### src/rtl/line_scan_out_pkg.sv
// Shared constants and state encoding for the terrain line scan-out reader.
package line_scan_out_pkg;

    localparam int LINE_W       = 640;
    localparam int LINE_XW      = 10;
    localparam int HOLE_MIN_DEF = 16;

    typedef enum logic {
        IDLE = 1'b0,
        SCAN = 1'b1
    } state_t;

endpackage

### src/rtl/line_hole_detect.sv
// Zero-run tracker: flags a hole once per run when the run reaches HOLE_MIN
// and remembers the x of the pixel that completed it.
module line_hole_detect
    import line_scan_out_pkg::*;
#(
    parameter int XW       = LINE_XW,
    parameter int HOLE_MIN = HOLE_MIN_DEF
) (
    input  logic          clk_i,
    input  logic          reset_i,
    input  logic          clr_i,
    input  logic          bit_valid_i,
    input  logic          bit_i,
    input  logic [XW-1:0] x_i,
    output logic          hole_o,
    output logic [XW-1:0] hole_x_o
);

    localparam logic [XW-1:0] RUN_SAT = XW'(HOLE_MIN);

    logic [XW-1:0] run_r;
    logic [XW-1:0] run_next_s;
    logic          hit_s;
    logic          hole_r;
    logic [XW-1:0] hole_x_r;

    // Next run length; saturating at RUN_SAT means the hit fires only once per run
    always_comb begin
        run_next_s = run_r;
        hit_s      = 1'b0;
        if (clr_i) begin
            run_next_s = '0;
        end else if (bit_valid_i) begin
            if (bit_i) begin
                run_next_s = '0;
            end else begin
                hit_s = (run_r == (RUN_SAT - XW'(1)));
                if (run_r != RUN_SAT) begin
                    run_next_s = run_r + XW'(1);
                end else begin
                    run_next_s = run_r;
                end
            end
        end else begin
            run_next_s = run_r;
        end
    end

    // Run counter, hole pulse and hole position registers
    always_ff @(posedge clk_i or negedge reset_i) begin
        if (!reset_i) begin
            run_r    <= '0;
            hole_r   <= 1'b0;
            hole_x_r <= '0;
        end else begin
            run_r  <= run_next_s;
            hole_r <= hit_s;
            if (hit_s) begin
                hole_x_r <= x_i;
            end
        end
    end

    assign hole_o   = hole_r;
    assign hole_x_o = hole_x_r;

endmodule

### src/rtl/line_scan_out.sv
// Snapshots a terrain line on row start and serializes it LSB first, one
// pixel per pix_en_i, with hole detection and per-scan set-bit count.
module line_scan_out
    import line_scan_out_pkg::*;
#(
    parameter int WIDTH    = LINE_W,
    parameter int XW       = LINE_XW,
    parameter int HOLE_MIN = HOLE_MIN_DEF
) (
    input  logic             clk_i,
    input  logic             reset_i,
    input  logic             load_i,
    input  logic [WIDTH-1:0] line_i,
    input  logic             pix_en_i,
    output logic             pix_o,
    output logic             pix_valid_o,
    output logic [XW-1:0]    pix_x_o,
    output logic             busy_o,
    output logic             done_o,
    output logic             hole_o,
    output logic [XW-1:0]    hole_x_o,
    output logic [XW-1:0]    ones_cnt_o
);

    localparam logic [XW-1:0] X_LAST = XW'(WIDTH - 1);

    state_t           state_r;
    state_t           state_next_s;
    logic [WIDTH-1:0] shadow_r;
    logic [XW-1:0]    x_r;
    logic [XW-1:0]    ones_acc_r;
    logic [XW-1:0]    ones_next_s;
    logic             step_s;
    logic             last_s;
    logic             pix_r;
    logic             pix_valid_r;
    logic [XW-1:0]    pix_x_r;
    logic             done_r;
    logic [XW-1:0]    ones_cnt_r;

    assign ones_next_s = ones_acc_r + {{(XW-1){1'b0}}, shadow_r[0]};

    // Next state and pixel-step qualifiers; a load always wins over pix_en_i
    always_comb begin
        state_next_s = state_r;
        step_s       = 1'b0;
        last_s       = 1'b0;
        case (state_r)
            IDLE: begin
                if (load_i) begin
                    state_next_s = SCAN;
                end else begin
                    state_next_s = IDLE;
                end
            end
            SCAN: begin
                if (load_i) begin
                    state_next_s = SCAN;
                end else if (pix_en_i) begin
                    step_s = 1'b1;
                    if (x_r == X_LAST) begin
                        last_s       = 1'b1;
                        state_next_s = IDLE;
                    end else begin
                        state_next_s = SCAN;
                    end
                end else begin
                    state_next_s = SCAN;
                end
            end
            default: begin
                state_next_s = IDLE;
            end
        endcase
    end

    // State register
    always_ff @(posedge clk_i or negedge reset_i) begin
        if (!reset_i) begin
            state_r <= IDLE;
        end else begin
            state_r <= state_next_s;
        end
    end

    // Shadow shifter, counters and registered pixel outputs
    always_ff @(posedge clk_i or negedge reset_i) begin
        if (!reset_i) begin
            shadow_r    <= '0;
            x_r         <= '0;
            ones_acc_r  <= '0;
            pix_r       <= 1'b0;
            pix_valid_r <= 1'b0;
            pix_x_r     <= '0;
            done_r      <= 1'b0;
            ones_cnt_r  <= '0;
        end else begin
            pix_valid_r <= step_s;
            done_r      <= last_s;
            if (load_i) begin
                shadow_r   <= line_i;
                x_r        <= '0;
                ones_acc_r <= '0;
            end else if (step_s) begin
                shadow_r   <= {1'b0, shadow_r[WIDTH-1:1]};
                x_r        <= x_r + XW'(1);
                ones_acc_r <= ones_next_s;
                pix_r      <= shadow_r[0];
                pix_x_r    <= x_r;
                if (last_s) begin
                    ones_cnt_r <= ones_next_s;
                end
            end
        end
    end

    line_hole_detect #(
        .XW       (XW),
        .HOLE_MIN (HOLE_MIN)
    ) u_hole (
        .clk_i       (clk_i),
        .reset_i     (reset_i),
        .clr_i       (load_i),
        .bit_valid_i (step_s),
        .bit_i       (shadow_r[0]),
        .x_i         (x_r),
        .hole_o      (hole_o),
        .hole_x_o    (hole_x_o)
    );

    assign pix_o       = pix_r;
    assign pix_valid_o = pix_valid_r;
    assign pix_x_o     = pix_x_r;
    assign busy_o      = (state_r == SCAN);
    assign done_o      = done_r;
    assign ones_cnt_o  = ones_cnt_r;

endmodule

### config.mk
export PLATFORM = sky130hd
export DESIGN_NAME = line_scan_out
export DESIGN_NICKNAME = d
export VERILOG_FILES = /design/src/rtl/line_scan_out_pkg.sv /design/src/rtl/line_hole_detect.sv /design/src/rtl/line_scan_out.sv
export SDC_FILE = /design/constraint.sdc
export NUM_CORES = 1
export LEC_CHECK = 0
export ABC_CLOCK_PERIOD_IN_PS = 2900
export CAP_MARGIN = 5
export CORE_AREA = 2 2 270 272
export CTS_CLUSTER_DIAMETER = 100
export DETAILED_ROUTE_END_ITERATION = 10
export DIE_AREA = 0 0 272 274
export GPL_ROUTABILITY_DRIVEN = 0
export PLACE_DENSITY = 0.78
export SYNTH_ARGS = -nofsm -noshare
export SYNTH_HDL_FRONTEND = slang
export SYNTH_SLANG_ARGS = --single-unit
### constraint.sdc
create_clock -name clk_i -period 2.9 [get_ports clk_i]
set_input_delay 0.58 -clock clk_i [delete_from_list [all_inputs] [get_ports clk_i]]
set_output_delay 0.58 -clock clk_i [all_outputs]
set_load 0.02 [all_outputs]
==> qor.yml, run 1 <==
power:
  pwr-share-seq: 0.457
  p_int_mw: 18.7
  p_comb_frac: 0.133
  switching_power_mw: 6.21
  ir_drop_v: 0.000451
  p_clk_frac: 0.410
  leakagePower_nw: 19.6
  p_sw_frac: 0.249
  cellPowerDensity_nw_per_um2: 583
worst_setup_path:
  required_ns: 2.32
  crit_chain: "clkdlybuf4s50_1"
  critPathMaxStageDelay_ns: 0.69
  startpoint_type: "register"
  cpLargestDelayFamily: "buffers and inverters"
  path_max_fanout: 9
  slowest_stage: "clkdlybuf4s50_1"
  path_class: "register to output port"
  arrival_ns: 1.92
  endpoint_kind: "output port"
  path_buf_inv: 1
detailed_routing:
  drt-initial-drc-count: 1731
  ant_nets: 0
  drc: 0
  vias_per_cell: 5.20
  num_vias: 24500
  wl_mm: 86.7
  wl_per_cell_um: 18.4
  drt-pass1-iter-count: 5
floorplanning:
  core_um2: 72000
  die_y_um: 274
  rows: 99
  die_area_um2: 74500
  start_util: 0.443
  io_pins: 679
  die_x_um: 272
sta:
  clock_skew_ns: 0.0315
  finalHoldViolCount: 0
  period_needed_ns: 2.50
  fmax_mhz: 399
  max_slew.worst_pin.slew_ns: 1.22
  min_period_over_period: 0.864
  setup_viol: 0
  drv_slew: 0
  tns_ns: 0
  whs_ns: 0.362
  rsz0062_at_grt: "no"
  slew_headroom: 0.188
global_routing:
  grtUsageTotal: 0.228
  grt_util_met1: 0.292
  grt.overflow.total: 0
  grt_max_degree: 284
  grt_pass1_wl_mm: 134
  gr-usage-met2: 0.378
  antenna_found_initial: 19
  grt_pass1_vias: 24800
  grt.met3_usage: 0.0305
  grt_busiest_layer: "met2"
clock_tree:
  numCtsBuffers: 77
  cts_root_buf: "clkbuf_16"
  clock_path_buffers: 3
  cts.htree.levels: 3
  cts_tree: "done"
  cts.sinks: 705
  clk_pin_slew_worst_paths_ns: 0.06
  clk_latency_ns: 0.62
placement:
  io_buffers: 678
  dp_hpwl_mm: 62.3
synthesis:
  ys_ff_latch: 705
  yosysSeqAreaShare: 0.553
  avgSynthCellArea_um2: 10.5
  synth-edff-count: 0
  syn-num-nets: 3700
  ys_types: 40
  ys_warn_count: 0
  synthesis.area_um2: 31900
  yosys_most_used_dff: "dfrtp_1"
  async_reset_ff_frac: 1.00
  syn_inst: 3051
run_status:
  status: "complete, no violations"
min_path:
  min_path_type: "primary input to register"
final_layout:
  drive_above_1_share: 0.0669
  area_growth_syn_to_layout_pct: 34.0
  nNetsFinal: 4324
run:
  max-cap-violations: 0
==> placed cells by master (no fill, tap or decap), types with 23 or more instances in the layout <==
master,count
buf_12,28
mux2_2,23
nor2_1,31
nand2_1,658
dfrtp_1,705
mux2i_1,639
buf_4,64
o21ai_0,650
clkdlybuf4s50_1,676
clkbuf_16,79
==> through the flow <==
stage / power [mW] / cell area, um^2 / instances / worst slack (ns) / util
2_1_floorplan: 13.0 / 31900 / 3051 / 0.931 / -
3_3_place_gp: 14.7 / 40000 / 4554 / 0.353 / 0.556
3_5_place_dp: 14.9 / 40000 / 4554 / 0.330 / 0.556
4_1_cts: 25.2 / 42700 / 4695 / 0.337 / 0.593
5_1_grt: 26.0 / 42700 / 4711 / 0.313 / 0.594
6_report: 24.9 / 42800 / 4713 / 0.395 / 0.594
==> power groups by stage <==
stage,Combinational [mW],Sequential [mW],Clock (mW)
after floorplan,1.71,11.3,0
after global placement,3.23,11.5,0
final,3.31,11.4,10.2
after detailed placement,3.32,11.5,0
after CTS,3.34,11.4,10.4
after global routing,3.68,11.5,10.8
==> path summary, 6_finish.rpt <==
kind,cells after the start,endpoint,slack [ns],startpoint
worst max-delay path,1,busy_o,0.40,busy_o$_DFF_PN0_
worst min-delay path,2,x_r[7]$_DFFE_PN0P_,0.36,load_i
worst max register to register,5,ones_acc_r[6]$_DFFE_PN0P_,0.81,shadow_r[0]$_DFFE_PN0P_
worst min register to register,1,u_hole.hole_x_o[4]$_DFFE_PN0P_,0.51,u_hole.hole_x_o[4]$_DFFE_PN0P_
max in group asynchronous,3,shadow_r[634]$_DFFE_PN0P_,1.41,reset_i
min in group asynchronous,2,shadow_r[490]$_DFFE_PN0P_,0.56,reset_i
==> what timing repair did <==
item,in CTS,in global routing
buffers inserted,0,0
hold endpoints to repair,30,0
resized for setup,0,0
hold buffers,1,0
==> per-layer routing <==
layer | share of wire | wire (um) | vias to the layer above
met1 | 0.42 | 36400 | 11800
met4 | 0.051 | 4380 | 2
met5 | 0.00015 | 13 | -
li1 | - | - | 11800
met3 | 0.044 | 3800 | 214
met2 | 0.49 | 42100 | 660
==> synth_stat cells, types with 2 or more instances <==
cell / number / area, um^2
nor3_1: 6 / 30.0
and4_1: 2 / 17.5
xnor2_1: 10 / 87.6
nand4_1: 9 / 56.3
and2_1: 2 / 12.5
xor2_1: 12 / 105
nor2_1: 31 / 116
and3_1: 5 / 31.3
or3_1: 6 / 37.5
nand3b_1: 2 / 15.0
mux2i_1: 639 / 6400
nor4_1: 4 / 25.0
nand2_1: 659 / 2470
clkbuf_1: 143 / 537
buf_2: 75 / 375
o2bb2ai_1: 2 / 17.5
a21oi_1: 20 / 100
o21ai_0: 650 / 3250
nand3_1: 10 / 50.1
ha_1: 5 / 62.6
mux2_2: 23 / 259
dfrtp_1: 705 / 17600
buf_1: 8 / 30.0
inv_1: 7 / 26.3
==> state kept, by name, summed over array words and instances, names as in the netlist <==
| signal | flops |
|---|---|
| busy_o | 1 |
| done_o | 1 |
| ones_acc_r | 10 |
| ones_cnt_o | 10 |
| pix_o | 1 |
| pix_valid_o | 1 |
| pix_x_o | 10 |
| shadow_r | 640 |
| u_hole.hole_o | 1 |
| u_hole.hole_x_o | 10 |
| u_hole.run_r | 10 |
| x_r | 10 |
==> layout make-up <==
type	instances	area, um^2
Clock buffer	111	2270
Timing Repair Buffer	771	7850
Antenna cell	18	45.0
Sequential cell	705	17600
Fill cell	5863	29200
Inverter	7	26.3
Multi-Input combinational cell	2113	13300
Clock inverter	29	410
Tap cell	959	1200
==> cells by family after synthesis <==
logic type               after synthesis  synth area share
XOR/XNOR                              22           0.00604
buffers and inverters                233            0.0303
flip-flops                           705             0.553
adder cells (fa/ha/maj)                5           0.00196
multiplexers                         662             0.209
AND/OR/NAND/NOR                      744            0.0924
AO/OA/AOI/OAI                        680             0.108
Power figures use the tool's default switching activity.
==> inputs of run 2 (changes only) <==
CORE_AREA = 2 2 286 288   (was 2 2 270 272)
DIE_AREA = 0 0 288 290   (was 0 0 272 274)
PLACE_DENSITY = 0.72   (was 0.78)
==> run 2 against run 1 <==
Net effect:
- wire length increased by 0.90%
- fmax grew 2.9%
- utilization decreased by 6.3 points
- final cell count is 1.6% higher
- global-route usage fell by 2.2 points
- non-clock buffer count fell by 26
- die area is 12% higher
==> qor.yml, run 2 (synthesized netlist as in run 1, its figures left out) <==
min_path:
  min-delay-start: "load_i"
  hold_end: "shadow_r[121]$_DFFE_PN0P_"
  hold_path_depth: 3
  min_path_type: "primary input to register"
global_routing:
  grt_max_degree: 183
  antenna_found_initial: 22
  grt_pass1_vias: 24200
  grt.met3_usage: 0.0299
  grt.overflow.total: 0
  grt_pass1_wl_mm: 136
  grtUsageTotal: 0.206
  gr-usage-met2: 0.345
  grt_util_met1: 0.266
  grt_busiest_layer: "met2"
power:
  p_comb_frac: 0.133
  switching_power_mw: 6.05
  leakagePower_nw: 19.4
  ir_drop_v: 0.000446
  pwr-share-seq: 0.466
  total_power_mw: 24.4
  p_sw_frac: 0.248
  p_int_mw: 18.4
  p_clk_frac: 0.401
  cellPowerDensity_nw_per_um2: 573
placement:
  io_buffers: 678
  dp_worst_setup_slack_ns: 0.353
  dp_cells: 4629
  placed_area_um2: 40000
  dp_hpwl_mm: 62.8
floorplanning:
  core_um2: 80200
  start_util: 0.398
  die_area_um2: 83500
  rows: 104
  die_x_um: 288
  die_y_um: 290
  io_pins: 679
sta:
  timing.final.ws_setup_ns: 0.466
  max_slew.worst_pin.slew_ns: 0.901
  fmax_mhz: 411
  finalHoldViolCount: 0
  whs_ns: 0.434
  rsz0062_at_grt: "no"
  tns_ns: 0
  min_period_over_period: 0.839
  clock_skew_ns: 0.0197
  setup_viol: 0
  slew_headroom: 0.399
  drv_slew: 0
  period_needed_ns: 2.43
clock_tree:
  clk_pin_slew_worst_paths_ns: 0.06
  cts.sinks: 705
  cts_tree: "done"
  cts_hold_buf: 1
  cts_root_buf: "clkbuf_16"
  cts_setup_buffers: 0
  cts.htree.levels: 3
  post_cts_resized: 0
  clock_path_buffers: 3
  numCtsBuffers: 77
  clk_latency_ns: 0.61
final_layout:
  final_common_cell: "dfrtp_1"
  drive_above_1_share: 0.0588
  largest_reg_flops: 640
  final_util: 0.531
  area_growth_syn_to_layout_pct: 33.4
  nNetsFinal: 4298
  layout_common_cells: "dfrtp_1 (705), clkdlybuf4s50_1 (676), nand2_1 (658)"
  final_area_um2: 42600
  final_cells: 4789
  largest_register: "shadow_r"
  fillers: 7074
detailed_routing:
  ant_nets: 0
  vias_per_cell: 5.03
  drt-pass1-iter-count: 5
  num_vias: 24100
  drc: 0
  wl_per_cell_um: 18.3
  drt-initial-drc-count: 1608
  wl_mm: 87.5
worst_setup_path:
  startpoint_type: "register"
  endpoint_kind: "output port"
  path_class: "register to output port"
  r2r-start: "shadow_r[0]$_DFFE_PN0P_"
  r2r_end: "ones_acc_r[6]$_DFFE_PN0P_"
  path_max_fanout: 9
  arrival_ns: 1.85
  critPathLaunch: "busy_o$_DFF_PN0_"
  rrSetupSlack_ns: 0.82
  rr_worst_depth: 5
  path_buf_inv: 1
  critPathMaxStageDelay_ns: 0.71
  crit_chain: "clkdlybuf4s50_1"
  cpLargestDelayFamily: "buffers and inverters"
  slowest_stage: "clkdlybuf4s50_1"
  required_ns: 2.32
run_status:
  status: "complete, no violations"
run:
  max-cap-violations: 0
==> run 2: final cells by class <==
cell class	instances	area [um^2]	area share
Sequential cell	705	17600	0.414
Tap cell	1060	1330	0.0312
Antenna cell	23	57.6	0.00135
Clock buffer	113	2270	0.0534
Multi-Input combinational cell	2113	13300	0.313
Inverter	7	26.3	0.000617
Clock inverter	23	259	0.00608
Timing Repair Buffer	745	7680	0.180
==> run 2: worst max-delay path by stage <==
| stage | depth (start not counted) | endpoint | slack [ns] |
|---|---|---|---|
| global placement | 5 | u_hole.run_r[9]$_DFFE_PN0P_ | 0.37 |
| global route | 1 | busy_o | 0.37 |
| detailed placement | 5 | u_hole.run_r[9]$_DFFE_PN0P_ | 0.35 |
| floorplan | 5 | u_hole.run_r[0]$_DFFE_PN0P_ | 0.93 |
| finish | 1 | busy_o | 0.47 |
| CTS | 1 | busy_o | 0.41 |
==> run 2: layer usage <==
metal / wire length (um) / vias up / share of wire
met5: 0 / - / 0
li1: - / 11800 / -
met2: 44000 / 551 / 0.50
met3: 3520 / 126 / 0.040
met4: 2410 / 0 / 0.028
met1: 37600 / 11700 / 0.43
==> run 2: power groups by stage <==
| stage | registers, mW | clock network (mW) | logic (mW) |
|---|---|---|---|
| floorplan | 11.3 | 0 | 1.71 |
| global placement | 11.5 | 0 | 3.19 |
| detailed placement | 11.5 | 0 | 3.26 |
| CTS | 11.4 | 10.0 | 3.29 |
| global route | 11.5 | 10.4 | 3.62 |
| finish | 11.4 | 9.78 | 3.25 |
==> run 2: worst register-to-register path: cells and delay by family (launching register included) <==
family | cells | cell delay (ns)
AOI/OAI and AO/OA | 1 | 0.16
and+or+nand+nor | 2 | 0.59
DFF | 1 | 0.60
adders and majority gates | 2 | 0.66
==> inputs of run 3 (changes only) <==
ABC_CLOCK_PERIOD_IN_PS = 2050   (was 2900)
PLACE_DENSITY = 0.74   (was 0.72)
clock period = 2.05 ns   (was 2.9 ns; I/O delays follow)
==> run 3 against run 2 <==
Net effect:
- sequential share of layout area fell by 0.75 points
- sequential cell count unchanged
- final cell count is 1.1% higher
- utilization grew 0.98 points
- worst setup slack lost 0.41 ns
- final area up 1.8%
==> qor.yml, run 3 (synthesized netlist as in run 1, its figures left out) <==
final_layout:
  drive_above_1_share: 0.0766
  largest_register: "shadow_r"
  area_growth_syn_to_layout_pct: 35.9
  final_common_cell: "dfrtp_1"
  layout_common_cells: "dfrtp_1 (705), nand2_1 (658), clkdlybuf4s50_1 (655)"
  fillers: 6920
  nNetsFinal: 4358
  largest_reg_flops: 640
sta:
  period_needed_ns: 2.00
  clock_skew_ns: 0.0247
  fmax_mhz: 500
  setup_viol: 0
  finalHoldViolCount: 0
  max_slew.worst_pin.slew_ns: 0.672
  drv_slew: 0
  slew_headroom: 0.552
  timing.final.ws_setup_ns: 0.0514
  min_period_over_period: 0.975
  rsz0062_at_grt: "no"
clock_tree:
  cts.htree.levels: 3
  cts_setup_buffers: 0
  numCtsBuffers: 78
  cts_tree: "done"
  cts.sinks: 705
  clk_pin_slew_worst_paths_ns: 0.06
  cts_root_buf: "clkbuf_16"
  clock_path_buffers: 3
  clk_latency_ns: 0.62
detailed_routing:
  drt-initial-drc-count: 1556
  drc: 0
  num_vias: 24500
  wl_mm: 88.0
  vias_per_cell: 5.06
  ant_nets: 0
  drt-pass1-iter-count: 5
  wl_per_cell_um: 18.2
min_path:
  hold_end: "shadow_r[45]$_DFFE_PN0P_"
  hold_path_depth: 3
  min_path_type: "primary input to register"
  min-delay-start: "line_i[45]"
global_routing:
  grt_pass1_vias: 25300
  grt_util_met1: 0.255
  gr-usage-met2: 0.350
  grtUsageTotal: 0.206
  grt_busiest_layer: "met2"
  grt_pass1_wl_mm: 136
  grt.met3_usage: 0.0311
  grt.overflow.total: 0
  antenna_found_initial: 9
  grt_max_degree: 166
worst_setup_path:
  cpLargestDelayFamily: "buffers and inverters"
  arrival_ns: 1.59
  startpoint_type: "register"
  crit_chain: "clkdlybuf4s50_1"
  required_ns: 1.64
  rrSetupSlack_ns: 0.23
  slowest_stage: "clkdlybuf4s50_1"
  path_class: "register to output port"
  path_buf_inv: 1
  critPathMaxStageDelay_ns: 0.65
  rr_worst_depth: 5
  endpoint_kind: "output port"
  r2r_end: "u_hole.hole_x_o[8]$_DFFE_PN0P_"
  path_max_fanout: 2
  r2r-start: "u_hole.run_r[1]$_DFFE_PN0P_"
floorplanning:
  die_area_um2: 83500
  die_y_um: 290
  start_util: 0.398
  io_pins: 679
  die_x_um: 288
  core_um2: 80200
  rows: 104
power:
  total_power_mw: 35.5
  cellPowerDensity_nw_per_um2: 819
  ir_drop_v: 0.000645
  leakagePower_nw: 20.1
placement:
  io_buffers: 678
  dp_worst_setup_slack_ns: -0.182
  dp_hpwl_mm: 63.8
run:
  max-cap-violations: 0
run_status:
  status: "complete, no violations"
## run 3: cell types whose count changed in the layout (fill, tap and decap cells not counted), moves of 6 or more
cell	previous run	this run
buf_4	36	81
clkbuf_1	17	11
dlygate4sd2_1	0	16
buf_12	30	41
diode_2	23	9
clkdlybuf4s50_1	676	655
## run 3: how the worst max path moves through the flow
stage                                               from                   endpoint  slack (ns)  cells after the start
after CTS                         pix_x_o[4]$_DFFE_PN0P_                 pix_x_o[4]       0.003                      1
after global routing      u_hole.hole_x_o[7]$_DFFE_PN0P_                hole_x_o[7]      0.0005                      1
final                     u_hole.hole_x_o[5]$_DFFE_PN0P_                hole_x_o[5]        0.05                      1
after global placement                          pix_en_i  shadow_r[373]$_DFFE_PN0P_       -0.12                      7
after floorplan                         busy_o$_DFF_PN0_  ones_cnt_o[1]$_DFFE_PN0P_        0.25                      5
after detailed placement                        pix_en_i  shadow_r[476]$_DFFE_PN0P_       -0.18                      7
## run 3: cell type report
class / instances / area [um^2] / area share
Antenna cell: 9 / 22.5 / 0.000519
Clock buffer: 111 / 2330 / 0.0537
Clock inverter: 31 / 407 / 0.00938
Inverter: 7 / 26.3 / 0.000606
Multi-Input combinational cell: 2113 / 13300 / 0.307
Sequential cell: 705 / 17600 / 0.407
Tap cell: 1060 / 1330 / 0.0306
Timing Repair Buffer: 804 / 8290 / 0.191
## run 3: report_power, final
part | internal [mW] | leakage (nW) | total, mW | switching (mW)
clock | 8.76 | 1.34 | 14.6 | 5.86
combinational | 2.60 | 10.0 | 4.80 | 2.20
sequential | 15.3 | 8.69 | 16.1 | 0.832
total | 26.6 | 20.1 | 35.5 | 8.89
## run 3: through the flow
step	util	hold slack, ns	setup TNS, ns	instances	cell area [um^2]
after floorplan	-	0.114	0	3051	31900
after global placement	0.506	0.384	-25.38	4686	40600
after detailed placement	0.506	0.389	-42.32	4686	40600
after CTS	0.540	0.304	0	4830	43300
after global routing	0.541	0.326	0	4839	43400
final	0.541	0.353	0	4840	43400
## run 3: timing repair
action,in CTS,in global routing
pin swaps,0,0
hold buffers,2,0
hold endpoints to repair,25,0
resized for setup,16,7
gates cloned,0,1
setup endpoints to repair,16,19
## run 3: layer usage
metal,part of all wire,wire [um]
met1,0.42,36600
met2,0.49,43500
met3,0.042,3660
met4,0.047,4150
met5,0.000080,7
